==> src/rtl/ldc_pkg.sv <==
// Shared constants, FSM state type and operand payload for the LDC request arbiter.
package ldc_pkg;

    localparam int unsigned Q_W         = 16;
    localparam int unsigned DEF_N_REQ   = 4;
    localparam int unsigned DEF_TIMEOUT = 64;

    typedef enum logic [1:0] {
        ST_IDLE   = 2'd0,
        ST_LAUNCH = 2'd1,
        ST_WAIT   = 2'd2,
        ST_RESP   = 2'd3
    } state_e;

    typedef struct packed {
        logic [Q_W-1:0] x;
        logic [Q_W-1:0] v;
    } ldc_op_t;

    // Index width that stays legal for a single requester.
    function automatic int unsigned idx_w(input int unsigned n);
        return (n > 1) ? $clog2(n) : 1;
    endfunction

endpackage

==> src/rtl/ldc_rr_pick.sv <==
// Combinational round-robin picker: searches upward from last_grant+1 with wrap-around.
module ldc_rr_pick
    import ldc_pkg::*;
#(
    parameter int unsigned N_REQ = DEF_N_REQ
) (
    input  logic [N_REQ-1:0]          req,
    input  logic [idx_w(N_REQ)-1:0]   last_grant,
    output logic [N_REQ-1:0]          grant,
    output logic                      valid
);

    localparam int unsigned IDX_W = idx_w(N_REQ);

    always_comb begin
        int unsigned j;
        grant = '0;
        valid = 1'b0;
        j     = 0;
        for (int unsigned off = 1; off <= N_REQ; off++) begin
            j = (32'(last_grant) + off) % N_REQ;
            if (!valid && req[j[IDX_W-1:0]]) begin
                grant[j[IDX_W-1:0]] = 1'b1;
                valid               = 1'b1;
            end
        end
    end

endmodule

==> src/rtl/ldc_arbiter.sv <==
// Round-robin arbiter sharing one cosine-distance engine among N_REQ requesters,
// with edge-detected completion and a saturating timeout.
module ldc_arbiter
    import ldc_pkg::*;
#(
    parameter int unsigned N_REQ   = DEF_N_REQ,
    parameter int unsigned TIMEOUT = DEF_TIMEOUT
) (
    input  logic                   clk,
    input  logic                   rst,
    input  logic [N_REQ-1:0]       req,
    input  logic [N_REQ*Q_W-1:0]   req_x,
    input  logic [N_REQ*Q_W-1:0]   req_v,
    output logic [N_REQ-1:0]       ack,
    output logic [Q_W-1:0]         resp_data,
    output logic                   resp_err,
    output logic                   busy,
    output logic                   eng_start,
    output logic [Q_W-1:0]         eng_x,
    output logic [Q_W-1:0]         eng_v,
    input  logic                   eng_done,
    input  logic [Q_W-1:0]         eng_distance
);

    localparam int unsigned IDX_W = idx_w(N_REQ);
    localparam int unsigned CNT_W = $clog2(TIMEOUT + 1);

    state_e             state_q, state_d;
    logic [IDX_W-1:0]   last_grant_q, win_q, pick_idx;
    logic [N_REQ-1:0]   pick_grant;
    logic               pick_valid;
    ldc_op_t            op_q, pick_op;
    logic [CNT_W-1:0]   cnt_q;
    logic               done_q, done_rise, timeout_hit;

    ldc_rr_pick #(.N_REQ(N_REQ)) u_pick (
        .req        (req),
        .last_grant (last_grant_q),
        .grant      (pick_grant),
        .valid      (pick_valid)
    );

    // Encode the one-hot winner and select its operand slices.
    always_comb begin
        pick_idx = '0;
        pick_op  = '0;
        for (int unsigned i = 0; i < N_REQ; i++) begin
            if (pick_grant[i]) begin
                pick_idx  = IDX_W'(i);
                pick_op.x = req_x[i*Q_W +: Q_W];
                pick_op.v = req_v[i*Q_W +: Q_W];
            end
        end
    end

    // Only a fresh rising edge counts; a done level left over from the last run does not.
    assign done_rise   = eng_done & ~done_q;
    assign timeout_hit = (cnt_q == CNT_W'(TIMEOUT - 1));

    assign eng_x = op_q.x;
    assign eng_v = op_q.v;

    always_comb begin
        state_d = state_q;
        unique case (state_q)
            ST_IDLE:   if (pick_valid) state_d = ST_LAUNCH;
            ST_LAUNCH: state_d = ST_WAIT;
            ST_WAIT:   if (done_rise || timeout_hit) state_d = ST_RESP;
            ST_RESP:   state_d = ST_IDLE;
            default:   state_d = ST_IDLE;
        endcase
    end

    always_ff @(posedge clk or posedge rst) begin
        if (rst) begin
            state_q      <= ST_IDLE;
            last_grant_q <= IDX_W'(N_REQ - 1);
            win_q        <= '0;
            op_q         <= '0;
            cnt_q        <= '0;
            done_q       <= 1'b0;
            ack          <= '0;
            resp_data    <= '0;
            resp_err     <= 1'b0;
            busy         <= 1'b0;
            eng_start    <= 1'b0;
        end else begin
            state_q   <= state_d;
            done_q    <= eng_done;
            busy      <= (state_d != ST_IDLE);
            eng_start <= (state_d == ST_LAUNCH);
            ack       <= '0;
            resp_data <= '0;
            resp_err  <= 1'b0;
            case (state_q)
                ST_IDLE: begin
                    if (pick_valid) begin
                        win_q <= pick_idx;
                        op_q  <= pick_op;
                    end
                end
                ST_LAUNCH: cnt_q <= '0;
                ST_WAIT: begin
                    if (cnt_q != CNT_W'(TIMEOUT)) cnt_q <= cnt_q + CNT_W'(1);
                    // Completion takes priority over a coincident timeout.
                    if (state_d == ST_RESP) begin
                        ack       <= N_REQ'(1) << win_q;
                        resp_data <= done_rise ? eng_distance : '0;
                        resp_err  <= ~done_rise;
                    end
                end
                ST_RESP: last_grant_q <= win_q;
                default: ;
            endcase
        end
    end

endmodule

==> config.mk <==
export PLATFORM = sky130hd
export DESIGN_NAME = ldc_arbiter
export DESIGN_NICKNAME = d
export VERILOG_FILES = /design/src/rtl/ldc_pkg.sv /design/src/rtl/ldc_rr_pick.sv /design/src/rtl/ldc_arbiter.sv
export SDC_FILE = /design/constraint.sdc
export NUM_CORES = 1
export LEC_CHECK = 0
export CAP_MARGIN = 15
export CORE_ASPECT_RATIO = 0.9
export CORE_MARGIN = 5
export CORE_UTILIZATION = 40
export CTS_CLUSTER_DIAMETER = 150
export DETAILED_ROUTE_END_ITERATION = 10
export HOLD_SLACK_MARGIN = 0.1
export PLACE_DENSITY = 0.81
export REMOVE_ABC_BUFFERS = 1
export SLEW_MARGIN = 5
export SYNTH_ARGS = -nofsm -noshare
export SYNTH_HDL_FRONTEND = slang
export SYNTH_SLANG_ARGS = --single-unit
==> constraint.sdc <==
create_clock -name clk -period 4.2 [get_ports clk]
set_clock_uncertainty 0.1 [all_clocks]
set_input_delay 0.84 -clock clk [delete_from_list [all_inputs] [get_ports clk]]
set_output_delay 0.84 -clock clk [all_outputs]
set_load 0.005 [all_outputs]
==> metrics, run 1 <==
largest net degree at the start of global routing=40; Max Fclk=0.289 GHz; worst hold path endpoint=ack[0]$_DFF_PP0_; wire per inst=20.2 um; Final Hold Violating Endpoints=0; routability cong.=0.837; CP Capture Type=register; vias per cell=5.61; Synth area leaders=dfrtp_1 (43%), a221o_1 (16%), and2_1 (7.9%), o21a_1 (6.2%), ha_1 (4.8%); worst-margin pin slew=827 ps; H-tree depth=3; reg-to-reg startpoint=last_grant_q[0]$_DFFE_PP1N_; non-filler cells in the finished layout=687; DRT Pass-1 Iters=4; via count=3854; startpoint types=primary input; Primary FF master, synth=dfrtp_1; die area=11800 um^2; Longest Clk Path Bufs=2; wire length of the first global-routing pass=21.9 mm; Rel. slew slack=0.444; clock sinks=69; Antenna diodes=0; hold path depth=1; Total GRT Usage=0.231; Clock Pin Slew Worst Setup and Hold Paths=80 ps; IO buf count=205; Max Fanout on Critical Path=32; Setup CP Type=primary input to register; share of layout cells above drive strength 1=0.0695; post-synthesis sequential element count=69; Hold Buf Count CTS=0; WP data required=4340 ps; Area after DPL=6070 um^2; hold_sp=win_q[1]$_DFFE_PP0P_; Die H=104 um; sequential element share of the synthesized area=0.444; initial core utilization=0.405; Post-Route Hold Slack=392 ps; Resized Gates After CTS=0; most common cell in the netlist=dfrtp_1; design area=6340 um^2; # rows=34; final setup vio count=0; dpl ws=404 ps; Die Width=114 um; pwr/cell area=718 nW/um^2; Crit path arrival time=3600 ps; Synth cell types=42; Max Cap Viol=0; VDD IR max=0.524 mV; Hold Path Class=register to register; Finished Core Util=0.660; Post-synth EDFFs=0; # DRC=0; DRT iter0 DRCs=405; number of setup buffers added after CTS=0; RSZ-0062 raised after global routing=false; number of global-route vias before repair=4092; Post-synth top cells=dfrtp_1 (67), a221o_1 (64), and2_1 (49), o21a_1 (32); leading area contributor after synthesis=dfrtp_1; leakage=2.63 nW; Syn Area/Cell=10.9 um^2; GRT overflow=0; CTS tree=yes; Synth Cell Area=3900 um^2; Final Worst Setup Slack=740 ps; setup TNS=0 ps; path depth of the worst reg2reg path=10; share of the synthesized area in the top cell type=0.430; Tcrit/Tclk final=0.824; nets=722; Clock Latency Late Sink=350 ps; status=finished clean; Final ANT Viol Nets=0; cells after synthesis=356; hpwl dp=10.1 mm; Final Max Tran Viols=0; Yosys warnings=0; Core ar.=9610 um^2; placed instance count=671; Layout area overhead=62.7%; FF-to-FF End=eng_v[10]$_DFFE_PP0P_; IO Count=206; Tmin final=3460 ps; Async S/R FF share, synth=1.00; final wirelength=13.8 mm; Root Buffer=clkbuf_8; total power=4.55 mW; setup slack, reg-to-reg=920 ps; antenna violations before repair=0; FILL cells=739; TritonCTS buffer count=9
==> how the worst max path moves through the flow <==
stage,startpoint,to,slack (ps),depth (start not counted)
floorplan,req[3],eng_v[0]$_DFFE_PP0P_,-110,6
global placement,req[2],eng_v[5]$_DFFE_PP0P_,480,9
detailed placement,req[2],eng_x[3]$_DFFE_PP0P_,400,9
CTS,req[2],eng_v[10]$_DFFE_PP0P_,780,9
global route,req[2],eng_v[10]$_DFFE_PP0P_,620,9
finish,req[2],eng_v[10]$_DFFE_PP0P_,740,9
==> layout by cell type, fill, tap and decap left out, types with 3 or more instances in the layout <==
master             n
buf_4              9
ha_1              15
o21ai_0           13
nor3_1             7
nand3_1            5
bufinv_16          4
o21a_1            32
a21oi_1            5
nand3b_1           6
inv_1             12
dfrtp_1           67
clkbuf_8          10
a221o_1           64
nand2b_1           4
a22o_1             3
clkdlybuf4s50_1  205
nor2_1             6
and2_1            49
nand2_1           11
==> layer usage <==
layer  vias up  share of wire  track usage
li1       1760              -            -
met1      1852           0.38        0.278
met2       206           0.48        0.373
met3        36           0.10       0.0799
met4         0          0.033       0.0950
met5         -              0            0
==> logic make-up after synthesis <==
group / synth area share
AO/OA/AOI/OAI: 0.279
AND/OR/NAND/NOR: 0.158
multiplexers: 0.0193
XOR/XNOR: 0.00450
adder cells (fa/ha/maj): 0.0482
flip-flops: 0.444
buffers and inverters: 0.0472
==> sequential cells by signal (all words and copies together), names as in the netlist <==
signal        count
ack               4
busy              1
cnt_q             7
done_q            1
eng_start         1
eng_v            16
eng_x            16
last_grant_q      2
resp_data        16
resp_err          1
state_q           2
win_q             2
==> worst max-delay path, stage by stage <==
cell and delay (ps):
clkdlybuf4s50_1 580, or3b_4 420, a2111oi_4 430, or2_2 210, a22o_1 160, buf_4 200
nor4_4 60, buf_4 270, a221o_1 400
==> report_power, final <==
part / total [mW] / internal, mW / switching, mW
Sequential: 1.06 / 0.908 / 0.150
Clock: 0.737 / 0.471 / 0.267
Combinational: 2.76 / 1.42 / 1.34
==> final cells by class <==
| class | instances | area, um^2 | area share |
|---|---|---|---|
| Timing Repair Buffer | 215 | 2140 | 0.337 |
| Multi-Input combinational cell | 248 | 2000 | 0.315 |
| Sequential cell | 69 | 1730 | 0.273 |
| Tap cell | 126 | 158 | 0.0249 |
| Clock buffer | 10 | 138 | 0.0217 |
| Clock inverter | 6 | 134 | 0.0211 |
| Inverter | 13 | 48.8 | 0.00769 |
No activity file was read; power rests on OpenSTA's default activity.
==> run 2, diff against run 1 <==
Clock period 4.2 ns to 3.3 ns, I/O delays scaled along.
==> metrics, run 2 (synthesis results as in run 1) <==
uppermost routed layer=met4; non-filler cells in the finished layout=695 (+1.2%); # DRC=0 (unchanged); WP data required=3420 ps (-920 ps); FILL cells=734 (-0.68%); Longest Clk Path Bufs=2 (unchanged); leakage=2.66 nW (+1.2%); Die Width=114 um (unchanged); Root Buffer=clkbuf_8; Die H=104 um (unchanged); wire length of the first global-routing pass=21.7 mm (-0.75%); Hold Path Class=register to register; Final Hold Violating Endpoints=0 (unchanged); share of layout cells above drive strength 1=0.0844 (+0.0148); Hold Buf Count CTS=0 (unchanged); antenna violations before repair=0 (unchanged); number of global-route vias before repair=4013 (-1.9%); Post-Route Hold Slack=379 ps (-13.2 ps); Setup CP Type=primary input to register; initial core utilization=0.405 (unchanged); die area=11800 um^2 (unchanged); startpoint types=primary input; Tcrit/Tclk final=0.974; setup TNS=0 ps (unchanged); Final ANT Viol Nets=0 (unchanged); WL met1=5.52 mm (+5.3%); hpwl dp=10.3 mm (+1.3%); CP Capture Type=register; Max Fclk=0.311 GHz; TritonCTS buffer count=9 (unchanged); vias per cell=5.62 (+0.13%); Finished Core Util=0.667 (+0.00690); path depth of the worst reg2reg path=9 (-1); RSZ-0062 raised after global routing=false; Clock Latency Late Sink=340 ps (about the same); placed instance count=678 (+1.0%); Clock Pin Slew Worst Setup and Hold Paths=80 ps (about the same); Comb power frac=0.650 (+0.044); final wirelength=13.9 mm (+0.71%); met2 routed WL=6.82 mm (+1.8%); GRT overflow=0 (unchanged); DRT Pass-1 Iters=5 (+1); clock share of power=0.121 (-0.041); final setup vio count=0 (unchanged); commonest non-fill, non-tap cell in the layout=clkdlybuf4s50_1; internal power=3.57 mW (+28%); nets=731 (+1.2%); hold path depth=1 (unchanged); Crit path arrival time=3340 ps (-260 ps); clock sinks=69 (unchanged); Sequential Power Share=0.228 (-0.004); Antenna diodes=0 (unchanged); commonest non-fill, non-tap cells in the layout=clkdlybuf4s50_1 (205), dfrtp_1 (67), a221o_1 (64); IO buf count=205 (unchanged); total power=5.85 mW (+28%); Rel. slew slack=0.398 (-0.0463); pwr/cell area=912 nW/um^2 (+27%); Final Max Tran Viols=0 (unchanged); wire per inst=20.1 um (-0.45%); net switching power figure=2.28 mW (+30%); IO Count=206 (unchanged); routability cong.=0.911 (+8.9%); largest net degree at the start of global routing=40 (unchanged); DRT iter0 DRCs=343 (-15%); H-tree depth=3 (unchanged); Total GRT Usage=0.229 (-0.00161); Layout area overhead=64.4%; met3 WL post-DR=1.21 mm (-16%); status=finished clean; # rows=34 (unchanged); Max Fanout on Critical Path=32 (unchanged); via count=3904 (+1.3%); Tmin final=3220 ps; Max Cap Viol=0 (unchanged); VDD IR max=0.515 mV (-1.8%); Switching Fraction=0.390 (+0.00383); CTS tree=yes; worst-margin pin slew=896 ps (+68.9 ps); Core ar.=9610 um^2 (unchanged)
==> run 2: changes by cell type in the layout (fill, tap and decap cells not counted) <==
cell / change
clkbuf_8: +1
clkinv_2: +1
mux4_1: -1
buf_12: +4
clkinvlp_4: +1
bufbuf_16: +1
clkinv_4: -1
buf_4: +4
bufinv_16: -3
mux4_2: +1
==> run 2: area by class of cell <==
| class | instances | area, um^2 | share of cell area |
|---|---|---|---|
| Timing Repair Buffer | 224 | 2280 | 0.356 |
| Tap cell | 126 | 158 | 0.0246 |
| Inverter | 13 | 48.8 | 0.00761 |
| Clock buffer | 11 | 151 | 0.0236 |
| Clock inverter | 4 | 47.5 | 0.00742 |
| Sequential cell | 69 | 1730 | 0.270 |
| Multi-Input combinational cell | 248 | 1990 | 0.311 |
==> run 2: worst paths after layout <==
check,start,to,slack [ps]
max reg2reg,last_grant_q[1]$_DFFE_PP1N_,eng_v[1]$_DFFE_PP0P_,150
max,req[3],eng_x[8]$_DFFE_PP0P_,80
min in group asynchronous,rst,resp_data[9]$_DFF_PP0_,660
max in group asynchronous,rst,last_grant_q[0]$_DFFE_PP1N_,1700
min,win_q[1]$_DFFE_PP0P_,ack[0]$_DFF_PP0_,380
min reg2reg,win_q[1]$_DFFE_PP0P_,ack[0]$_DFF_PP0_,380
==> run 2: through the flow <==
stage               setup slack [ps]  cell area [um^2]
finish                          84.9              6410
floorplan                      -1010              3760
global route                    7.56              6410
global placement               -97.6              6170
detailed placement              -229              6170
CTS                             6.83              6370
==> run 2: power by group through the flow <==
stage                     registers, mW  logic [mW]  clock network, mW
after global placement             1.35        3.54                  0
after CTS                          1.35        3.69              0.731
after detailed placement           1.36        3.67                  0
after floorplan                    1.34        2.08                  0
final                              1.34        3.80              0.709
after global routing               1.37        4.11              0.772
==> run 2: timing repair <==
item	CTS	global route
setup buffers	0	2
setup endpoints to repair	0	32
resized for setup	0	4
endpoints found under the hold margin	0	0
==> run 2: worst max-delay path: stages <==
cell and delay, ps:
clkdlybuf4s50_1 530, or3b_4 430, a2111oi_4 420, or2_2 210, a222oi_1 120, bufbuf_16 340, a221o_1 330, a221o_1 310
==> run 2: routing by layer <==
layer  global-route usage  vias to the layer above
met5                    0                        -
met4               0.0806                        0
met3               0.0624                       37
met2                0.371                      204
met1                0.293                     1884
li1                     -                     1779
